### src/rtl/mux_arb_pkg.sv
// rtl/mux_arb_pkg.sv - shared types, sizes and helpers for the mux round-robin arbiter
package mux_arb_pkg;

   localparam int N_REQ = 4;
   localparam int SEL_W = 2;

   typedef enum logic {IDLE, GRANT} arb_state_t;

   function automatic logic [SEL_W-1:0] onehot_to_idx(input logic [N_REQ-1:0] oh);
      logic [SEL_W-1:0] idx;
      idx = '0;
      for (int i = 0; i < N_REQ; i++) begin
         if (oh[i]) idx = SEL_W'(i);
      end
      return idx;
   endfunction

endpackage

### src/rtl/rr_pick.sv
// rtl/rr_pick.sv - combinational round-robin pick: first set req bit after last, wrapping
module rr_pick
   import mux_arb_pkg::*;
(
   input  logic [N_REQ-1:0] req,
   input  logic [SEL_W-1:0] last,
   output logic [SEL_W-1:0] win_idx,
   output logic             win_vld
);

   logic [SEL_W-1:0] idx;

   // Walk from the farthest offset down so the nearest requester overwrites.
   always_comb begin
      win_idx = '0;
      win_vld = 1'b0;
      idx     = '0;
      for (int k = N_REQ; k >= 1; k--) begin
         idx = last + SEL_W'(k);
         if (req[idx]) begin
            win_idx = idx;
            win_vld = 1'b1;
         end
      end
   end

endmodule

### src/rtl/mux_rr_arbiter.sv
// rtl/mux_rr_arbiter.sv - round-robin 4:1 mux arbiter with hold timeout
// Optional feature macro: ARB_LOCK_EN (lock input suppresses the hold timeout).
module mux_rr_arbiter
   import mux_arb_pkg::*;
#(
   parameter int MAX_HOLD = 8,
   parameter int CNT_W    = 8
) (
   input  logic             clk,
   input  logic             rst,
   input  logic [N_REQ-1:0] req,
   input  logic             lock,
   output logic [N_REQ-1:0] gnt,
   output logic [SEL_W-1:0] s,
   output logic             busy,
   output logic             timeout
);

   arb_state_t       state_q, state_d;
   logic [N_REQ-1:0] gnt_q, gnt_d;
   logic [SEL_W-1:0] s_q, s_d;
   logic [SEL_W-1:0] last_q, last_d;
   logic [CNT_W-1:0] hold_cnt_q, hold_cnt_d;
   logic             timeout_q, timeout_d;

   logic [N_REQ-1:0] pick_req;
   logic [SEL_W-1:0] pick_last;
   logic [SEL_W-1:0] win_idx;
   logic             win_vld;
   logic             lock_act;
   logic             owner_req;
   logic             others_pend;
   logic             hold_max;
   logic             rel_e;
   logic             revoke_e;

`ifdef ARB_LOCK_EN
   assign lock_act = lock;
`else
   logic unused_lock;
   assign unused_lock = lock;
   assign lock_act    = 1'b0;
`endif

   // While granted, the owner is masked out so one picker serves both handoff cases.
   assign pick_req  = (state_q == GRANT) ? (req & ~gnt_q) : req;
   assign pick_last = (state_q == GRANT) ? s_q : last_q;

   rr_pick u_rr_pick (
      .req     (pick_req),
      .last    (pick_last),
      .win_idx (win_idx),
      .win_vld (win_vld)
   );

   assign owner_req   = |(req & gnt_q);
   assign others_pend = |(req & ~gnt_q);
   assign hold_max    = (hold_cnt_q == CNT_W'(MAX_HOLD - 1));
   assign rel_e       = (state_q == GRANT) && !owner_req;
   assign revoke_e    = (state_q == GRANT) && owner_req && hold_max && others_pend && !lock_act;

   always_ff @(posedge clk or posedge rst) begin
      if (rst) begin
         state_q    <= IDLE;
         gnt_q      <= '0;
         s_q        <= '0;
         last_q     <= SEL_W'(N_REQ - 1);
         hold_cnt_q <= '0;
         timeout_q  <= 1'b0;
      end else begin
         state_q    <= state_d;
         gnt_q      <= gnt_d;
         s_q        <= s_d;
         last_q     <= last_d;
         hold_cnt_q <= hold_cnt_d;
         timeout_q  <= timeout_d;
      end
   end

   always_comb begin
      state_d = state_q;
      case (state_q)
         IDLE:    if (win_vld) state_d = GRANT;
         GRANT:   if (rel_e && !win_vld) state_d = IDLE;
         default: state_d = IDLE;
      endcase
   end

   always_comb begin
      gnt_d      = gnt_q;
      last_d     = last_q;
      hold_cnt_d = hold_cnt_q;
      timeout_d  = 1'b0;
      if (state_q == IDLE) begin
         if (win_vld) begin
            gnt_d      = N_REQ'(1) << win_idx;
            hold_cnt_d = '0;
         end
      end else if (rel_e) begin
         last_d     = s_q;
         hold_cnt_d = '0;
         gnt_d      = win_vld ? (N_REQ'(1) << win_idx) : '0;
      end else if (revoke_e) begin
         timeout_d  = 1'b1;
         last_d     = s_q;
         hold_cnt_d = '0;
         gnt_d      = N_REQ'(1) << win_idx;
      end else if (!hold_max) begin
         hold_cnt_d = hold_cnt_q + CNT_W'(1);
      end
      s_d = (|gnt_d) ? onehot_to_idx(gnt_d) : s_q;
   end

   assign gnt     = gnt_q;
   assign s       = s_q;
   assign busy    = |gnt_q;
   assign timeout = timeout_q;

endmodule

### config.mk
export PLATFORM = sky130hd
export DESIGN_NAME = mux_rr_arbiter
export DESIGN_NICKNAME = d
export VERILOG_FILES = /design/src/rtl/mux_arb_pkg.sv /design/src/rtl/rr_pick.sv /design/src/rtl/mux_rr_arbiter.sv
export SDC_FILE = /design/constraint.sdc
export NUM_CORES = 1
export LEC_CHECK = 0
export CAP_MARGIN = 20
export CORE_AREA = 2 2 54 56
export CTS_CLUSTER_SIZE = 16
export DETAILED_ROUTE_END_ITERATION = 8
export DIE_AREA = 0 0 56 58
export PLACE_DENSITY = 0.72
export SETUP_SLACK_MARGIN = 0.4
export SYNTH_ARGS = -nofsm -noshare
export SYNTH_HDL_FRONTEND = slang
export SYNTH_SLANG_ARGS = --single-unit
export TNS_END_PERCENT = 50
### constraint.sdc
create_clock -name clk -period 1.75 [get_ports clk]
set_input_delay 0.4375 -clock clk [delete_from_list [all_inputs] [get_ports clk]]
set_output_delay 0.4375 -clock clk [all_outputs]
set_load 0.005 [all_outputs]
==> results.md <==
- Min Tclk post-route: 2160 ps
- Num Clock Sinks: 18
- Yosys top cell area share: 31.8%
- Cells along the critical path: buf_12, inv_1, o21ai_1, a31oi_4, a211oi_2, nor3_4, a311o_1
- LEAKAGE: 0.946 nW
- Initial antenna violation count: 0
- Worst setup SP type: flip-flop
- Final Power: 3.45 mW
- Row cnt: 19
- Top post-synthesis cells by area: dfrtp_1 32%, dfstp_2 4.2%, xor2_1 4.2%, nor2_1 3.6%, mux2_2 2.7%
- Largest area contributor in the netlist: dfrtp_1
- Setup violators final: 15
- Worst-Margin Slew: 411 ps
- Critical path origin: state_q
- Met2 routed WL: 2360 um
- Period utilization: 124%
- GPL Wtd Cong: 0.835
- TritonRoute pass-1 iters: 4
- Via count: 1,424
- Width of the die: 56 um
- All-Layer GR Usage: 25.0%
- Critical setup path kind: flip-flop to flip-flop
- Worst setup margin: -414 ps
- Detail Route Antenna Nets: 0
- Starting DRT DRC Count: 121
- I/O pins: 15
- PortBufs: 13
- Met3 routed WL: 321 um
- Die height: 58 um
- Initial Util: 47.2%
- CP Data Required Time: 1910 ps
- Max VDD drop: 1430 uV
- Ys async rst share: 100%
- WL/cell: 21.6 um
- Syn Nets: 137
- Status: finished, violations left
- PwrDens: 1610 nW/um^2
- FF-to-FF Start: state_q
- Root Buffer: clkbuf_4
- Vias per inst: 6.33
- Hold buffers post-CTS: 0
- Final hold vios: 0
- Pre-CTS setup slack: -783 ps
- CP Capture Type: flip-flop
- Worst reg2reg setup slack: -410 ps
- WL met1: 1990 um
- Max Clock Freq: 462 MHz
- Overflow after GRT: 0
- DP Area: 1710 sq um
- First-pass GRT wire length: 6360 um
- EDFF count, synth: 0
- Max cap viols: 0
- Setup Skew: 22.6 ps
- Worst Reg-to-Reg Cells: 7
- Synth cell count leaders: 16 x dfrtp_1, 12 x nor2_1
- Final instance area: 2140 sq um
- Die footprint: 3250 sq um
- Max Buffers Root-to-Sink: 2
- Post-DP HPWL: 2610 um
- Yosys cell types: 50
- Mapped Avg Cell Area: 9.75 sq um
- DR top layer: met4
- Worst Hold Class: input pin to asynchronous set/reset pin
- Sequential share of the synthesized area: 36.0%
- Core region area: 2660 sq um
- Netlist Area Pre-Place: 1260 sq um
- Main flop type after synthesis: dfrtp_1
- Worst Path Max Fanout: 8
- CTS tree: built
- Drt drc: 0
- Max incr delay on CP: 440 ps
- Final net count: 203
- CTS Buf Count: 3
- Slowest-stage cell, CP: dfrtp_2
- Worst-path clk slew: 120 ps
- Share of cells above drive strength 1: 66.5%
- WP data arrival: 2330 ps
- Cell count after synthesis: 129
- Clock latency on the worst-skew pair: 290 ps
- #FFs+latches synth: 18
- Pin count of the biggest net entering global routing: 19
- Top-count cell post-synth: dfrtp_1
- Area delta synth->final: 70.5%
- Ant diodes: 0
- Vias in the first global route: 1,379
- # fillers: 137
- RR Endpoint: s[1]
- Failing checks: setup timing
- Fin. max-slew vios: 0
- Synthesis Warnings: 0
- Drt total wl: 4870 um
- Unrepaired setup endpoints after global routing: true
- CTS H-tree lvls: 1
- Rel. slew slack: 72.4%
==> area by class of cell <==
class,count,area [sq um],area share (%)
repair buffers,63,569,26.5
flip-flops and latches,18,459,21.4
clock buffers,4,26.3,1.23
well taps,31,38.8,1.81
inverters,8,32.5,1.52
multi-input cells,101,1020,47.5
==> routing by layer <==
layer / vias up / GRT usage (%)
met5: - / 0
met4: 0 / 10.5
met3: 21 / 4.91
met2: 74 / 42.9
met1: 709 / 31.1
li1: 620 / -
==> what timing repair did <==
action | in CTS | in global routing
buffers inserted | 7 | 7
gates cloned | 0 | 1
setup endpoints to repair | 26 | 26
resized for setup | 61 | 50
pin swaps | 7 | 26
==> where the power goes <==
part / total [mW] / internal, mW / switching, mW
combinational: 2.54 / 1.26 / 1.28
clock: 0.220 / 0.0883 / 0.132
sequential: 0.692 / 0.562 / 0.131
==> placed cells by master, fill, tap and decap left out, types with 4 or more instances in the layout <==
cell and n:
buf_4 35, buf_6 18, dfrtp_1 11, nor2_1 7, inv_1 5, nand3_2 5
nand2_1 5, xor2_1 5, dfrtp_2 5, nor2_4 4, o21ai_2 4
==> registers in the layout (all words and copies together) (netlist names) <==
signal	flops
state_q	1
s	2
hold_cnt_q	8
last_q	2
gnt	4
timeout	1
==> worst max-delay path by stage <==
stage                      end  depth (start not counted)
after floorplan           s[1]                          8
after global placement    s[1]                          8
after detailed placement  s[1]                          7
after CTS                 s[1]                          8
after global routing      s[0]                          8
final                     s[1]                          7
==> critical path: cells and delay by family (launching register included) <==
kind / cells / cell delay, ps
simple gates: 1 / 90
compound gates: 4 / 1300
buf+inv: 2 / 220
flops: 1 / 440
==> cells by family (layout without fill, tap and decap cells) <==
| kind of cell | Yosys count | count (layout) | share of synthesized area [%] |
|---|---|---|---|
| adder cells (fa/ha/maj) | 1 | 1 | 0.995 |
| buffers and inverters | 10 | 75 | 4.18 |
| XOR/XNOR | 6 | 6 | 4.18 |
| flip-flops | 18 | 18 | 36.0 |
| AND/OR/NAND/NOR | 47 | 47 | 23.2 |
| multiplexers | 6 | 6 | 5.67 |
| AO/OA/AOI/OAI | 41 | 41 | 25.8 |
==> metrics by stage <==
stage | std cells | hold slack, ps | TNS, ps | util (%)
after CTS | 217 | 445 | -854 | 71.3
final | 225 | 439 | -2420 | 80.5
after global routing | 225 | 479 | -3260 | 80.5
after global placement | 206 | 480 | -9220 | 64.2
after floorplan | 129 | 375 | -68.4 | -
after detailed placement | 206 | 488 | -10040 | 64.2
No activity file was read; power rests on OpenSTA's default activity.
